==> config.mk <==
export PLATFORM = sky130hd
export DESIGN_NAME = apb_xfer_controller
export DESIGN_NICKNAME = d
export VERILOG_FILES = /design/src/rtl/apb_bridge_pkg.sv /design/src/rtl/apb_addr_decode.sv /design/src/rtl/apb_xfer_controller.sv
export SDC_FILE = /design/constraint.sdc
export NUM_CORES = 1
export LEC_CHECK = 0
export BUFFER_PORTS_ARGS = -buffer_cell sky130_fd_sc_hd__buf_4
export CAP_MARGIN = 5
export CORE_AREA = 2 2 108 89
export CTS_CLUSTER_DIAMETER = 40
export DETAILED_ROUTE_END_ITERATION = 8
export DIE_AREA = 0 0 110 91
export PLACE_DENSITY = 0.83
export SYNTH_ARGS = -nofsm -noshare
export SYNTH_HDL_FRONTEND = slang
export SYNTH_HIERARCHICAL = 1
export SYNTH_SLANG_ARGS = --single-unit
==> constraint.sdc <==
create_clock -name hclk -period 2.55 [get_ports hclk]
set_input_delay 0.51 -clock hclk [delete_from_list [all_inputs] [get_ports hclk]]
set_output_delay 0.51 -clock hclk [all_outputs]
set_load 0.03 [all_outputs]
==> src/rtl/apb_bridge_pkg.sv <==
// Shared types and constants for the AHB-to-APB bridge blocks.
package apb_bridge_pkg;

  typedef enum logic [1:0] {
    IDLE   = 2'd0,
    SETUP  = 2'd1,
    ACCESS = 2'd2,
    DERR   = 2'd3
  } state_e;

  // Peripheral regions, matched against addr[31:26]
  localparam logic [5:0] REGION0 = 6'b100000;
  localparam logic [5:0] REGION1 = 6'b100001;
  localparam logic [5:0] REGION2 = 6'b100010;

  localparam int TIMEOUT_DEF = 16;

endpackage

==> src/rtl/apb_addr_decode.sv <==
// Combinational address decode: one-hot peripheral select plus a mapped flag.
module apb_addr_decode
  import apb_bridge_pkg::*;
#(
  parameter int ADDR_W = 32
) (
  input  logic [ADDR_W-1:0] addr,
  output logic [2:0]        sel,
  output logic              mapped
);

  // Only the region field takes part in the decode.
  logic unused_addr;
  assign unused_addr = ^addr[25:0];

  always_comb begin
    sel = 3'b000;
    unique case (addr[31:26])
      REGION0: sel = 3'b001;
      REGION1: sel = 3'b010;
      REGION2: sel = 3'b100;
      default: sel = 3'b000;
    endcase
    mapped = |sel;
  end

endmodule

==> src/rtl/apb_xfer_controller.sv <==
// Sequences one APB transfer at a time (SETUP/ACCESS) and returns a one-cycle response.
module apb_xfer_controller
  import apb_bridge_pkg::*;
#(
  parameter int ADDR_W  = 32,
  parameter int DATA_W  = 32,
  parameter int TIMEOUT = TIMEOUT_DEF,
  parameter int CNT_W   = 5
) (
  input  logic              hclk,
  input  logic              hresetn,
  input  logic              req_valid,
  output logic              req_ready,
  input  logic              req_write,
  input  logic [ADDR_W-1:0] req_addr,
  input  logic [DATA_W-1:0] req_wdata,
  output logic              rsp_valid,
  output logic [DATA_W-1:0] rsp_rdata,
  output logic              rsp_err,
  output logic [ADDR_W-1:0] paddr,
  output logic [DATA_W-1:0] pwdata,
  output logic              pwrite,
  output logic              penable,
  output logic [2:0]        pselx,
  input  logic [DATA_W-1:0] prdata,
  input  logic              pready,
  input  logic              pslverr
);

  typedef struct packed {
    logic              write;
    logic [2:0]        sel;
    logic [ADDR_W-1:0] addr;
    logic [DATA_W-1:0] wdata;
  } req_t;

  localparam logic [CNT_W-1:0] CNT_LAST = CNT_W'(TIMEOUT - 1);

  state_e            state_q, state_d;
  req_t              req_q, req_d;
  logic [CNT_W-1:0]  cnt_q, cnt_d;
  logic              rsp_valid_q, rsp_valid_d;
  logic              rsp_err_q, rsp_err_d;
  logic [DATA_W-1:0] rsp_rdata_q, rsp_rdata_d;

  logic [2:0] dec_sel;
  logic       dec_mapped;

  apb_addr_decode #(.ADDR_W(ADDR_W)) u_decode (
    .addr   (req_addr),
    .sel    (dec_sel),
    .mapped (dec_mapped)
  );

  always_comb begin
    state_d     = state_q;
    req_d       = req_q;
    cnt_d       = cnt_q;
    rsp_valid_d = 1'b0;
    rsp_err_d   = 1'b0;
    rsp_rdata_d = '0;
    unique case (state_q)
      IDLE: begin
        if (req_valid) begin
          req_d   = '{write: req_write, sel: dec_sel, addr: req_addr, wdata: req_wdata};
          state_d = dec_mapped ? SETUP : DERR;
        end
      end
      SETUP: begin
        cnt_d   = '0;
        state_d = ACCESS;
      end
      ACCESS: begin
        if (pready) begin
          rsp_valid_d = 1'b1;
          rsp_err_d   = pslverr;
          // Errored or write responses carry zero data.
          rsp_rdata_d = (!req_q.write && !pslverr) ? prdata : '0;
          state_d     = IDLE;
        end else if (cnt_q == CNT_LAST) begin
          rsp_valid_d = 1'b1;
          rsp_err_d   = 1'b1;
          state_d     = IDLE;
        end else begin
          cnt_d = cnt_q + 1'b1;
        end
      end
      DERR: begin
        rsp_valid_d = 1'b1;
        rsp_err_d   = 1'b1;
        state_d     = IDLE;
      end
      default: state_d = IDLE;
    endcase
  end

  always_ff @(posedge hclk) begin
    if (!hresetn) begin
      state_q     <= IDLE;
      req_q       <= '0;
      cnt_q       <= '0;
      rsp_valid_q <= 1'b0;
      rsp_err_q   <= 1'b0;
      rsp_rdata_q <= '0;
    end else begin
      state_q     <= state_d;
      req_q       <= req_d;
      cnt_q       <= cnt_d;
      rsp_valid_q <= rsp_valid_d;
      rsp_err_q   <= rsp_err_d;
      rsp_rdata_q <= rsp_rdata_d;
    end
  end

  assign req_ready = (state_q == IDLE) && hresetn;
  assign pselx     = (state_q == SETUP || state_q == ACCESS) ? req_q.sel : 3'b000;
  assign penable   = (state_q == ACCESS);
  assign paddr     = req_q.addr;
  assign pwdata    = req_q.wdata;
  assign pwrite    = req_q.write;
  assign rsp_valid = rsp_valid_q;
  assign rsp_err   = rsp_err_q;
  assign rsp_rdata = rsp_rdata_q;

endmodule

After elaboration in Yosys (flattened, before gate mapping):

Cells that the tools add are included.

* muxes and demuxes: 15
* $add $sub $neg: 1
* equality and inequality tests: 11
* reduce and logical (&&, ||, !) cells: 12

Operators by type and width (number)
* equality test 6 bit, second input constant: 3
* 2-to-1 mux 5 bit: 2
* one-hot mux 5 bit (2 select lines): 1
* one-hot mux 3 bit (3 select lines): 1
* 2-to-1 mux 2 bit: 4
* one-hot mux 2 bit (4 select lines): 1
* != test 2 bit, second input constant: 3
* adder 5 x 1 -> 5 bit, second input constant: 1
* equality test 5 x 4 -> 1 bit, second input constant: 1
* equality test 2 bit, second input constant: 2
* one-hot mux 1 bit (2 select lines): 2
* AND reduction 2 bit: 2
* AND reduction 4 bit: 1
* 2-to-1 mux 1 bit: 3
* 2-to-1 mux 3 bit: 1
* != test 3 x 1 -> 1 bit, second input constant: 1
* AND reduction 3 bit: 1
* OR reduction 3 bit: 1
* equality test 2 x 1 -> 1 bit, second input constant: 1
* logical AND 1 bit: 2
* logical NOT 1 bit: 2
* logical NOT 2 bit: 1
* nonzero test 2 bit: 1
* logical OR 1 bit: 1

* input port bits: 102
* output and inout bits: 104
* bits in registers: 109

Longest topological paths before layout:

Gate-level depths: netlist of the first run.

* depth after elaboration: 6
* depth in mapped cells: 8
* mapped depth without buffers: 6

Hierarchy:

Netlist of the first run, hierarchy kept.

By module, submodules not included
* apb_xfer_controller: area an instance 4234.1 sq um, instances 1, cells each 493, seq. area each 2182.1 sq um
* apb_addr_decode: area an instance 48.8 sq um, instances 1, cells each 5, seq. area each 0.0 sq um

Worst setup path before layout of the first run:

Ideal clock, no wire load.

* path type: flip-flop to flip-flop
* start point: reg cnt_q[0]
* end point: reg cnt_q[2]
* library setup time: 0.122 ns
* slack: 0.889 ns
* cell stages (with the launch flop): 7
* clock period less this slack: 1.661 ns
* data required time: 2.428 ns
* buffers on the path: 0
* arrival time: 1.539 ns
* path through: dfxtp_1 ha_1 and3_1 ha_1 or3b_2 a21oi_1 o21ai_0

* word-level cells in the longest chain between the ends: 4
* elaborated cells on any way between the ends: 7
* those cells by class: add/sub (1); eq/ne (2); mux (3); reduce/logical (1)

Ends and longest elaborated chain
* start, declared: line apb_xfer_controller.sv:41 `logic [CNT_W-1:0] cnt_q, cnt_d;`
* start signal, assigned: line apb_xfer_controller.sv:108 `cnt_q <= cnt_d;`
* adder 5 x 1 -> 5 bit: line apb_xfer_controller.sv:85 `cnt_d = cnt_q + 1'b1;`
* 2-to-1 mux 5 bit: line apb_xfer_controller.sv:80 `end else if (cnt_q == CNT_LAST) begin`
* 2-to-1 mux 5 bit: line apb_xfer_controller.sv:74 `if (pready) begin`
* one-hot mux 5 bit (2 select lines): line apb_xfer_controller.sv:62 `unique case (state_q)`

Several ways; a longest one is shown, not always the timed one. The select of a mux whose other input is x is not followed.
A chain may end at the register's enable or synchronous reset.

Final worst setup path of the first run:

* start point: reg state_q[0]
* end point: out pselx[0]

* word-level cells in the longest chain between the ends: 3
* elaborated cells on any way between the ends: 4
* those cells by class: eq/ne (2); mux (1); reduce/logical (1)

Ends and longest elaborated chain
* start, declared: line apb_xfer_controller.sv:39 `state_e state_q, state_d;`
* start signal, assigned: line apb_xfer_controller.sv:106 `state_q <= state_d;`
* equality test 2 x 1 -> 1 bit or equality test 2 bit (tied branches): line apb_xfer_controller.sv:116 `assign pselx = (state_q == SETUP || state_q == ACCESS) ? req_q.sel : 3'b000;`
* logical OR 1 bit *: line apb_xfer_controller.sv:116
* 2-to-1 mux 3 bit *: line apb_xfer_controller.sv:116
* end, declared: line apb_xfer_controller.sv:24 `output logic [2:0] pselx,`

Every way passes the cells marked *; elsewhere a longest branch is shown, timed or not.

==> flow_summary.toml, run 1 <==
[sta]
worst_clock_skew_ps = 6.82
setup_ws_ps = 369
post-route-min-period_ps = 2180
drv_slew = 0
max_freq_mhz = 459
fin_setup_tns_ps = 0
slew_headroom_pct = 66.8
hold_violations = 0
period_share_pct = 85.5
final-setup-viol-count = 0
worst_pin_slew_ps = 498
rsz0062_at_grt = "false"

[detailed_routing]
post-route-drc-count = 0
vias_per_cell = 4.68
drt_iter0_drc = 160
avgRoutedWirePerCell_um = 12.5
ant_nets = 0
drt-pass1-iter-count = 6
totalWireLength_um = 9380
num_vias = 3501

[setup_path]
worstPathCellList = "inv_1 > ha_1 > and2_1 > buf_4"
crit_fanout = 6
critPathRequiredTime_ps = 2040
slowest_stage = "ha_1"
critical_path_class = "reg -> out"
worstSetupEndpointType = "output pin"
critPathLaunch = "state_q[0]"
critPathLaunchType = "flip-flop"
worstPathArrival_ps = 1670
crit_path_max_incr_delay_ps = 420
rr_startpoint = "cnt_q[0]"

[die]
dieArea_um2 = 10000
core_um2 = 8880
ios = 206
fp-row-count = 31
start_util_pct = 48.2
fp.dieW_um = 110
fp.dieH_um = 91

[synth]
synth_seq_cells = 109
ys_types = 32
syn_area_per_cell_um2 = 8.60
synth_xor_area_share_pct = 0
yosysSeqAreaShare_pct = 50.9
netlist_area_um2 = 4280
synth-simple-area-share_pct = 22.2
ys_warn_count = 6
synth_top_family_by_area = "simple AND/OR/NAND/NOR gates"
synth_fp_nets = 607
synth_mux_area_share_pct = 0.263
synthCells = 498
synth_compound_area_share_pct = 10.3
synthAdderAreaFrac_pct = 2.04

[grt]
first_global_vias = 3309
met3_usage_pct = 7.32
grt_usage_pct = 18.2
grt_use_met1_pct = 20.2
grt_max_degree = 69
busiest_layer = "met2"
grt_overflow = 0
grt_pass1_wl_um = 14500
met2_usage_pct = 31.6
grt_antenna_before_repair = 0

[clock_network]
clock_latency_ps = 360
post_cts_buffers = 0
cts_resized = 0
clockRootBuffer = "clkbuf_8"
clock-sinks = 109
cts.path.max_buffers = 2
path_clk_slew_ps = 100
hold_buffers = 0
htreeDepth = 3
tritoncts = "built"
cts_made_buffers = 9

[place]
gp_congestion = 0.752
dpl.cell_count = 732
dp_hpwl_um = 7060
port_buffers = 205
placed_cell_area_um2 = 5430
pre_cts_slack_ps = 729

[cells_and_area]
drive_above_1_share_pct = 37.1
syn_to_final_growth_pct = 31.1
n_antenna_cell = 0
multi_input_area_um2 = 1490
ff_latch_area_um2 = 2180
fin_cells = 748
layout.nets = 737
final_area_um2 = 5610
final_common_cell = "buf_4"
nFillCells = 751
layout_common_cells = "207 x buf_4, 139 x nand2_1, 109 x dfxtp_1, 76 x a21oi_1, 36 x and2_1"

[power_and_ir_drop]
power_density_nw_per_um2 = 869
p_leak_nw = 2.57
max-vdd-ir-drop_v = 0.000487

[run]
drv_cap = 0

[worst_hold_path]
hp-start = "prdata[19]"
hp-class = "in -> reg"

[outcome]
outcome = "completed"
==> stage by stage <==
step	total power, mW	hold WS, ps	util [%]
after detailed placement	3.96	447	61.1
after floorplan	3.51	432	-
after global placement	3.91	440	61.1
after CTS	4.93	323	63.2
after global routing	5.16	313	63.2
final	4.88	345	63.2
==> worst max-delay path, delay by kind of cell (launching register included) <==
kind,cells,cell delay (ps)
adders and majority gates,1,420
and+or+nand+nor,1,220
DFF,1,400
buffers and inverters,2,280
==> logic make-up after synthesis <==
| family | Yosys count |
|---|---|
| and+or+nand+nor | 201 |
| DFF | 109 |
| buffers and inverters | 95 |
| AOI/OAI and AO/OA | 85 |
| adders and majority gates | 7 |
| muxes | 1 |
==> metal layers <==
| metal | vias to the layer above | part of all wire, % |
|---|---|---|
| li1 | 1782 | - |
| met1 | 1561 | 40 |
| met2 | 147 | 48 |
| met3 | 11 | 11 |
| met4 | 0 | 1.2 |
| met5 | - | 0 |
==> layout make-up <==
| type | count | area share, % |
|---|---|---|
| flip-flops and latches | 109 | 38.9 |
| clock buffers | 10 | 2.45 |
| clock inverters | 6 | 0.802 |
| repair buffers | 209 | 28.4 |
| inverters | 5 | 0.334 |
| well taps | 115 | 2.56 |
| multi-input cells | 294 | 26.6 |
==> report_power, final <==
group,switching (mW),leakage [nW],internal [mW]
sequential,0.130,0.888,1.94
clock,0.575,0.0974,0.392
combinational,1.16,1.58,0.681
total,1.87,2.57,3.01
==> cell usage after synthesis <==
| library cell | instances | share of area (%) |
|---|---|---|
| buf_1 | 5 | 0.44 |
| o21ai_0 | 5 | 0.58 |
| nand2b_1 | 2 | 0.29 |
| nor3b_2 | 2 | 0.58 |
| and2_1 | 37 | 5.4 |
| or4b_4 | 1 | 0.32 |
| nor2b_1 | 1 | 0.15 |
| buf_4 | 66 | 12 |
| nor2_1 | 4 | 0.35 |
| or3b_2 | 1 | 0.20 |
| dfxtp_1 | 109 | 51 |
| nand2_1 | 140 | 12 |
| a21oi_1 | 76 | 8.9 |
| ha_1 | 7 | 2.0 |
| mux2_2 | 1 | 0.26 |
| and4bb_2 | 1 | 0.29 |
| nand4b_1 | 1 | 0.20 |
| nor4_4 | 1 | 0.50 |
| nor3b_1 | 2 | 0.35 |
| a2111o_1 | 1 | 0.26 |
| and3_1 | 1 | 0.15 |
| nand3_1 | 3 | 0.35 |
| nor4bb_1 | 1 | 0.23 |
| clkbuf_1 | 12 | 1.1 |
| inv_1 | 4 | 0.35 |
| nand3b_1 | 1 | 0.18 |
| inv_2 | 1 | 0.088 |
| nor3_1 | 1 | 0.12 |
| and4b_1 | 1 | 0.23 |
| buf_2 | 4 | 0.47 |
| o21a_1 | 3 | 0.53 |
| clkbuf_2 | 3 | 0.35 |
==> flip-flops by register name, indices dropped and copies added, names as in the netlist <==
signal and cells:
cnt_q 5, pwrite 1, paddr 32, rsp_err 1
pwdata 32, rsp_valid 1, rsp_rdata 32, state_q 2
req_q 3
==> path summary, 6_finish.rpt <==
path | depth (start not counted) | slack (ps) | end
max | 4 | 370 | pselx[0]
min | 2 | 350 | rsp_rdata[19]
min reg2reg | 2 | 460 | pwdata[25]
max reg2reg | 6 | 670 | state_q[0]
Power figures use the tool's default switching activity.
==> run 2: changes to the inputs <==
Settings changed: CORE_AREA 2 2 108 89 to 2 2 116 96, DIE_AREA 0 0 110 91 to 0 0 118 98, PLACE_DENSITY 0.83 to 0.76.
Clock period 2.55 ns to 1.9 ns, I/O delays scaled along.
==> flow_summary.toml, run 2 (same netlist as run 1, synthesis figures left out) <==
[setup_path]
worstPathCellList = "ha_1 > and3_1 > ha_1 > or3b_2 > a21oi_1 > o21ai_0"
worstSetupEndpointType = "flip-flop"
critPathRequiredTime_ps = 2120
cp_num_buf_inv = 0
worst_path_dominant_cell_family = "simple AND/OR/NAND/NOR gates"
crit_path_max_incr_delay_ps = 460
critPathLaunchType = "flip-flop"
slowest_stage = "or3b_2"
worstPathArrival_ps = 2040
critical_path_class = "reg -> reg"
rr_worst_depth = 6
r2r_slack_ps = 80
crit_fanout = 6
r2r-end = "cnt_q[2]"
rr_startpoint = "cnt_q[0]"
cp_common_cell = "ha_1"

[place]
port_buffers = 205
placed_cell_area_um2 = 5490
pre_cts_slack_ps = 123
gp_congestion = 0.787
dpl.cell_count = 762
dp_hpwl_um = 7300

[die]
fp.dieH_um = 98
ios = 206
fp.dieW_um = 118
core_um2 = 10500
dieArea_um2 = 11600
fp-row-count = 34
start_util_pct = 40.8

[power_and_ir_drop]
internal_power_mw = 4.64
switching_share_pct = 35.6
power.share.combinational_pct = 35.3
p_leak_nw = 2.63
clockPowerShare_pct = 26.2
max-vdd-ir-drop_v = 0.000696
power_density_nw_per_um2 = 1240
p_switching_mw = 2.56
p_seq_share_pct = 38.5

[clock_network]
clock-sinks = 109
cts_made_buffers = 9
cts.path.max_buffers = 2
tritoncts = "built"
path_clk_slew_ps = 70
clock_latency_ps = 330
clockRootBuffer = "clkbuf_16"
post_cts_buffers = 0
htreeDepth = 3
hold_buffers = 0

[run]
drv_cap = 0

[sta]
period_share_pct = 95.8
final-setup-viol-count = 0
worst_clock_skew_ps = 4.46
slew_headroom_pct = 80.2
post-route-min-period_ps = 1820
drv_slew = 0
max_freq_mhz = 549
worst_pin_slew_ps = 293
fin_setup_tns_ps = 0
hold_violations = 0
setup_ws_ps = 79.9

[detailed_routing]
top_layer_used = "met4"
num_vias = 3569
post-route-drc-count = 0
totalWireLength_um = 9700
ant_nets = 0
vias_per_cell = 4.59
wl_met3_um = 966
avgRoutedWirePerCell_um = 12.5
drt-pass1-iter-count = 4
met2_length_um = 4680
wl_met1_um = 3940
drt_iter0_drc = 159

[cells_and_area]
nFillCells = 934
layout.nets = 738
drive_above_1_share_pct = 38.0
n_antenna_cell = 0
fin_cells = 778
syn_to_final_growth_pct = 35.9
layout_common_cells = "207 x buf_4, 139 x nand2_1, 107 x dfxtp_1, 76 x a21oi_1, 36 x and2_1"
final_area_um2 = 5820
final_common_cell = "buf_4"
fin_util_pct = 55.4

[grt]
grt_usage_pct = 16.9
first_global_vias = 3536
grt_max_degree = 65
grt_pass1_wl_um = 16000
grt_overflow = 0
grt_antenna_before_repair = 0

[worst_hold_path]
hp-start = "prdata[31]"
min_to = "rsp_rdata[31]"
hold_depth = 2
hp-class = "in -> reg"

[outcome]
outcome = "completed"
[run 2: area by class of cell]
class / instances / area [um2] / area share [%]
clock inverter: 6 / 68.8 / 1.18
inverter: 5 / 18.8 / 0.322
sequential: 109 / 2180 / 37.5
tap: 144 / 180 / 3.10
clock buffer: 10 / 239 / 4.11
multi-input combinational: 294 / 1520 / 26.0
timing repair buffer: 210 / 1610 / 27.7
[run 2: power groups by stage]
stage | sequential, mW | combinational (mW) | clock (mW)
6_report | 2.78 | 2.54 | 1.89
5_1_grt | 2.82 | 2.75 | 2.06
4_1_cts | 2.77 | 2.57 | 1.96
3_5_place_dp | 2.83 | 2.51 | 0
3_3_place_gp | 2.81 | 2.45 | 0
2_1_floorplan | 2.85 | 1.86 | 0
[run 2: worst register-to-register path, cell delays in order, from the launching register on]
cell and delay [ps]:
dfxtp_1 340, ha_1 230, and3_1 190, ha_1 260
or3b_2 460, a21oi_1 140, o21ai_0 90
[run 2: what timing repair did]
action,4_1_cts,5_1_grt
resized for setup,2,4
endpoints found under the setup margin,3,7
hold endpoints to repair,0,0
[run 2: how the worst max path moves through the flow]
stage                     from  endpoint  slack [ps]  cells after the start
floorplan             cnt_q[0]  cnt_q[2]         240                      6
global placement      cnt_q[0]  cnt_q[2]         170                      6
detailed placement    cnt_q[0]  cnt_q[2]         120                      6
CTS                 state_q[0]  pselx[1]          30                      4
global route          cnt_q[0]  cnt_q[2]          -1                      6
finish                cnt_q[0]  cnt_q[2]          80                      6
[run 2: through the flow]
step,power [mW],hold slack (ps)
floorplan,4.71,432
global placement,5.26,443
detailed placement,5.34,447
CTS,7.30,224
global route,7.63,217
finish,7.20,237
[run 2: per-layer routing]
metal | global-route usage, % | vias up
li1 | - | 1782
met1 | 19.0 | 1624
met2 | 29.2 | 152
met3 | 7.77 | 11
met4 | 4.63 | 0
met5 | 0 | -
